--- config.mk ---
export PLATFORM = sky130hd
export DESIGN_NAME = imm_rot_encoder
export DESIGN_NICKNAME = d
export VERILOG_FILES = /design/src/rtl/imm_rot_encoder.sv
export SDC_FILE = /design/constraint.sdc
export NUM_CORES = 1
export LEC_CHECK = 0
export BUFFER_PORTS_ARGS = -buffer_cell sky130_fd_sc_hd__buf_2
export CAP_MARGIN = 0
export CORE_MARGIN = 5
export CORE_UTILIZATION = 45
export DETAILED_ROUTE_END_ITERATION = 16
export HOLD_SLACK_MARGIN = 0.08
export PLACE_DENSITY = 0.73
export SYNTH_ARGS = -nofsm -noshare
export SYNTH_HDL_FRONTEND = slang
export SYNTH_SLANG_ARGS = --single-unit
export TNS_END_PERCENT = 5
--- constraint.sdc ---
create_clock -name clk -period 8.95 [get_ports clk]
set_input_delay 1.79 -clock clk [delete_from_list [all_inputs] [get_ports clk]]
set_output_delay 1.79 -clock clk [all_outputs]
set_load 0.1 [all_outputs]
--- src/rtl/imm_rot_encoder.sv ---
// imm_rot_encoder: iterative search for an ARM immediate encoding.
// Finds the smallest rot (0..15) and an imm8 such that value == ROR(imm8, 2*rot).
// Produces operand12 = {rot, imm8} and the shifter carry-out.
// Optional macro IMM_ENC_INVERT_EN: after a failed direct pass, a second pass searches
// ~value (MOV/MVN substitution). A hit on that pass raises inv.
module imm_rot_encoder (
    input  logic        clk,
    input  logic        reset,
    input  logic        start,
    input  logic [31:0] value,
    input  logic        c_in,
    output logic        ready,
    output logic        busy,
    output logic        done,
    output logic        valid,
    output logic [11:0] operand12,
    output logic        c_out,
    output logic        inv
);

    typedef enum logic [1:0] {StIdle, StSearch, StDone} state_e;

    state_e      state_q, state_d;
    logic [31:0] val_q, val_d;
    logic        cin_q, cin_d;
    logic [3:0]  r_q, r_d;
    logic        valid_q, valid_d;
    logic [11:0] op_q, op_d;
    logic        cout_q, cout_d;

    logic [31:0] v_cur;
    logic [63:0] rol_wide;
    logic [31:0] rol_v;
    logic        hit;

`ifdef IMM_ENC_INVERT_EN
    logic pass_q, pass_d;
    logic inv_q, inv_d;
    assign v_cur = pass_q ? ~val_q : val_q;
    assign inv   = inv_q;
`else
    assign v_cur = val_q;
    assign inv   = 1'b0;
`endif

    // Rotate left by 2r: the upper half of the doubled word shifted left.
    assign rol_wide = {v_cur, v_cur} << {r_q, 1'b0};
    assign rol_v    = rol_wide[63:32];
    assign hit      = (rol_v[31:8] == 24'd0);

    assign ready     = (state_q == StIdle);
    assign busy      = (state_q == StSearch);
    assign done      = (state_q == StDone);
    assign valid     = valid_q;
    assign operand12 = op_q;
    assign c_out     = cout_q;

    // Next-state: accept in IDLE, test one rotation per SEARCH cycle, one-cycle DONE.
    always_comb begin
        state_d = state_q;
        val_d   = val_q;
        cin_d   = cin_q;
        r_d     = r_q;
        valid_d = valid_q;
        op_d    = op_q;
        cout_d  = cout_q;
`ifdef IMM_ENC_INVERT_EN
        pass_d  = pass_q;
        inv_d   = inv_q;
`endif
        case (state_q)
            StIdle: begin
                if (start) begin
                    val_d   = value;
                    cin_d   = c_in;
                    r_d     = 4'd0;
                    valid_d = 1'b0;
                    op_d    = 12'd0;
                    cout_d  = 1'b0;
`ifdef IMM_ENC_INVERT_EN
                    pass_d  = 1'b0;
                    inv_d   = 1'b0;
`endif
                    state_d = StSearch;
                end
            end
            StSearch: begin
                if (hit) begin
                    valid_d = 1'b1;
                    op_d    = {r_q, rol_v[7:0]};
                    // Carry comes from the original value even on the inverted pass.
                    cout_d  = (r_q == 4'd0) ? cin_q : val_q[31];
`ifdef IMM_ENC_INVERT_EN
                    inv_d   = pass_q;
`endif
                    state_d = StDone;
                end else if (r_q == 4'd15) begin
`ifdef IMM_ENC_INVERT_EN
                    if (!pass_q) begin
                        pass_d = 1'b1;
                        r_d    = 4'd0;
                    end else begin
                        state_d = StDone;
                    end
`else
                    state_d = StDone;
`endif
                end else begin
                    r_d = r_q + 4'd1;
                end
            end
            StDone: begin
                state_d = StIdle;
            end
            default: begin
                state_d = StIdle;
            end
        endcase
    end

    // State and registered outputs, synchronous active-high reset.
    always_ff @(posedge clk) begin
        if (reset) begin
            state_q <= StIdle;
            val_q   <= 32'd0;
            cin_q   <= 1'b0;
            r_q     <= 4'd0;
            valid_q <= 1'b0;
            op_q    <= 12'd0;
            cout_q  <= 1'b0;
`ifdef IMM_ENC_INVERT_EN
            pass_q  <= 1'b0;
            inv_q   <= 1'b0;
`endif
        end else begin
            state_q <= state_d;
            val_q   <= val_d;
            cin_q   <= cin_d;
            r_q     <= r_d;
            valid_q <= valid_d;
            op_q    <= op_d;
            cout_q  <= cout_d;
`ifdef IMM_ENC_INVERT_EN
            pass_q  <= pass_d;
            inv_q   <= inv_d;
`endif
        end
    end

endmodule

==> summary.txt <==
Status = finished clean
Setup TNS = 0 ns
Post-DP HPWL = 6920 µm
Total grt overflow = 0
Routed Antenna Nets = 0
Fin Hold WS = 0.463 ns
Most used DFF post-synth = dfxtp_1
RSZ-0062 raised after global routing = no
Post-cts resize count = 0
Met1 Resource Use GR = 0.268
Inst Count DP = 556
Die height = 99.1 µm
Synthesis warning total = 0
Max Buffers Root-to-Sink = 2
Worst Hold Endpoint = valid$_SDFFE_PP0P_
Vias in the first global route = 3255
Io pins = 54
Die width = 99.1 µm
Period utilization = 0.401
Hold Crit Depth = 2
Top cells by area, synth = dfxtp_1 30%, mux4_2 11%, nand2_1 9.8%
# diodes = 0
DRT Wirelength = 9930 µm
Final Non-Filler Cells = 564
First-pass GRT wire length = 16400 µm
Gr busiest metal = met2
Synth Register Bits = 53
Initial Util = 0.463
R2R depth = 8
Clk root buf = clkbuf_8
Syn avg cell area = 8.16 µm²
CP Data Arrival Time = 3.80 ns
Post-route cell area = 0.00391 mm²
Slew margin rel. = 0.430
Critical Path Fanout Max = 66
Area Growth Syn to Fin = 9.31%
PD cells = 143 mW/mm²
Num CTS Buffers = 5
Leakage power total = 1.48 nW
Final min period = 3.59 ns
Initial drt markers = 372
Worst vdd ir = 0.0730 mV
Met3 Use GR = 0.0309
Crit-path max cell delay = 0.60 ns
Final #Nets = 499
Cts hold-fix bufs = 0
Initial antenna violation count = 0
FILL cells = 770
Clock transition at path regs = 0.11 ns
Syn_nets = 476
Hold Crit Start = valid$_SDFFE_PP0P_
# rows = 32
Unique cell type count in the Yosys netlist = 51
Router iterations before antenna repair = 5
Clk_skew = 0.0110 ns
Synth top area share = 0.297
Max Cap Violations = 0
F_max = 0.279 GHz
Largest net degree at the start of global routing = 67
Post-synthesis sequential area ratio = 0.297
Post-synth EDFFs = 0
Ys async rst share = 0
CTS tree = built
Largest area contributor in the netlist = dfxtp_1
Pre-CTS setup slack = 5.17 ns
Sink Count = 53
Worst R2R End = operand12[7]$_SDFFE_PP0P_
Worst-path cell chain = buf_4, mux4_2, mux2_2, nor4_2, o2111ai_2, a2111oi_4, nand2_2, mux2_2
Final number of setup-violating endpoints = 0
DRC = 0
Transition time of the tightest slew-check pin = 0.855 ns
Core box area = 0.00773 mm²
Slew Limit Fails = 0
GR Util met2 = 0.333
Most common cell on crit path = mux2_2
Wirelength per Cell = 17.6 µm
Placed Instance Area = 0.00381 mm²
Worst reg-to-reg setup slack = 5.36 ns
Endpoint class of the critical path = register
Worst R2R Start = r_q[1]$_SDFFE_PP0P_
Tot GR Track Use = 0.201
Mapped Area = 0.00358 mm²
Final setup margin = 5.36 ns
Die area = 0.00983 mm²
Fin util = 0.506
IO Port Bufs = 52
Cell count after synthesis = 438
Clk_lat worst skew = 0.31 ns
Final Power = 559 µW
Critical path required time = 9.17 ns
Layout cells sized above 1 = 0.223
Most common cell in the netlist = nand2_1
Synth top cells by count = 93 x nand2_1, 54 x a21oi_1, 53 x dfxtp_1, 24 x nor2_1, 23 x clkbuf_1
Crit start category = register
H-tree depth = 2
Vias/cell = 6.13
CP max-delay cell = mux4_2
Routability Congestion = 0.943
Final hold viol count = 0
Routed vias = 3457
Post-CTS Setup Repair Bufs = 0
Crit Path Class = register to register
HP Class = register to register
## registers in the layout, summed over array words and instances (netlist names)
signal	count
operand12	12
state_q	2
valid	1
cin_q	1
c_out	1
v_cur	32
r_q	4
## area by class of cell
cell class	instances	area [µm²]	share of cell area
Multi-Input combinational cell	336	2290	0.586
Sequential cell	53	1060	0.272
Timing Repair Buffer	58	305	0.0781
Tap cell	102	128	0.0327
Clock buffer	5	68.8	0.0176
Clock inverter	3	26.3	0.00672
Inverter	7	26.3	0.00672
## cells by family after synthesis
| logic type | synth area share |
|---|---|
| AND/OR/NAND/NOR | 0.226 |
| multiplexers | 0.200 |
| buffers and inverters | 0.0623 |
| flip-flops | 0.297 |
| adder cells (fa/ha/maj) | 0.00700 |
| other | 0.00105 |
| AO/OA/AOI/OAI | 0.206 |
## worst max-delay path by stage
stage / slack [ns] / from / cells after the start / end
after floorplan: 5.49 / state_q[1]$_SDFFE_PP0P_ / 1 / done
after global placement: 5.25 / reset / 5 / r_q[0]$_SDFFE_PP0P_
after detailed placement: 5.17 / reset / 5 / r_q[0]$_SDFFE_PP0P_
after CTS: 5.40 / r_q[1]$_SDFFE_PP0P_ / 8 / operand12[7]$_SDFFE_PP0P_
after global routing: 5.02 / r_q[0]$_SDFFE_PP0P_ / 8 / operand12[7]$_SDFFE_PP0P_
final: 5.36 / r_q[1]$_SDFFE_PP0P_ / 8 / operand12[7]$_SDFFE_PP0P_
## routing by layer
metal,vias to the layer above,wire (µm)
met2,141,4810
met3,15,717
met5,-,0
met4,0,218
li1,1656,-
met1,1645,4190
## critical path, delay by kind of cell (launching register included)
kind | cells | cell delay, ns
DFF | 1 | 0.33
muxes | 3 | 1.24
AOI/OAI and AO/OA | 2 | 0.71
and+or+nand+nor | 2 | 0.61
buffers and inverters | 1 | 0.55
## where the power goes
part           internal [mW]  switching [mW]  leakage [nW]
clock                 0.0571          0.0862        0.0423
sequential             0.247          0.0206         0.433
combinational         0.0582          0.0902          1.01
## layout by cell type, fill, tap and decap left out, types with 4 or more instances in the layout
master,Yosys,final
a211oi_1,4,4
and3_1,6,6
nand3_1,6,6
mux2_2,12,12
nor4b_1,4,4
a41o_1,5,5
buf_4,3,6
mux4_2,18,18
mux2i_1,15,15
clkbuf_8,0,5
nand2_1,93,93
o2111ai_1,5,5
o31ai_1,6,6
nor2_1,24,24
nand2b_1,4,4
o211ai_1,4,4
buf_2,9,52
o21ai_0,5,5
inv_1,5,5
dfxtp_1,53,52
a21oi_1,54,54
o22ai_1,6,6
nor4_1,5,5
nor3_1,18,18
No activity file was read; power rests on OpenSTA's default activity.
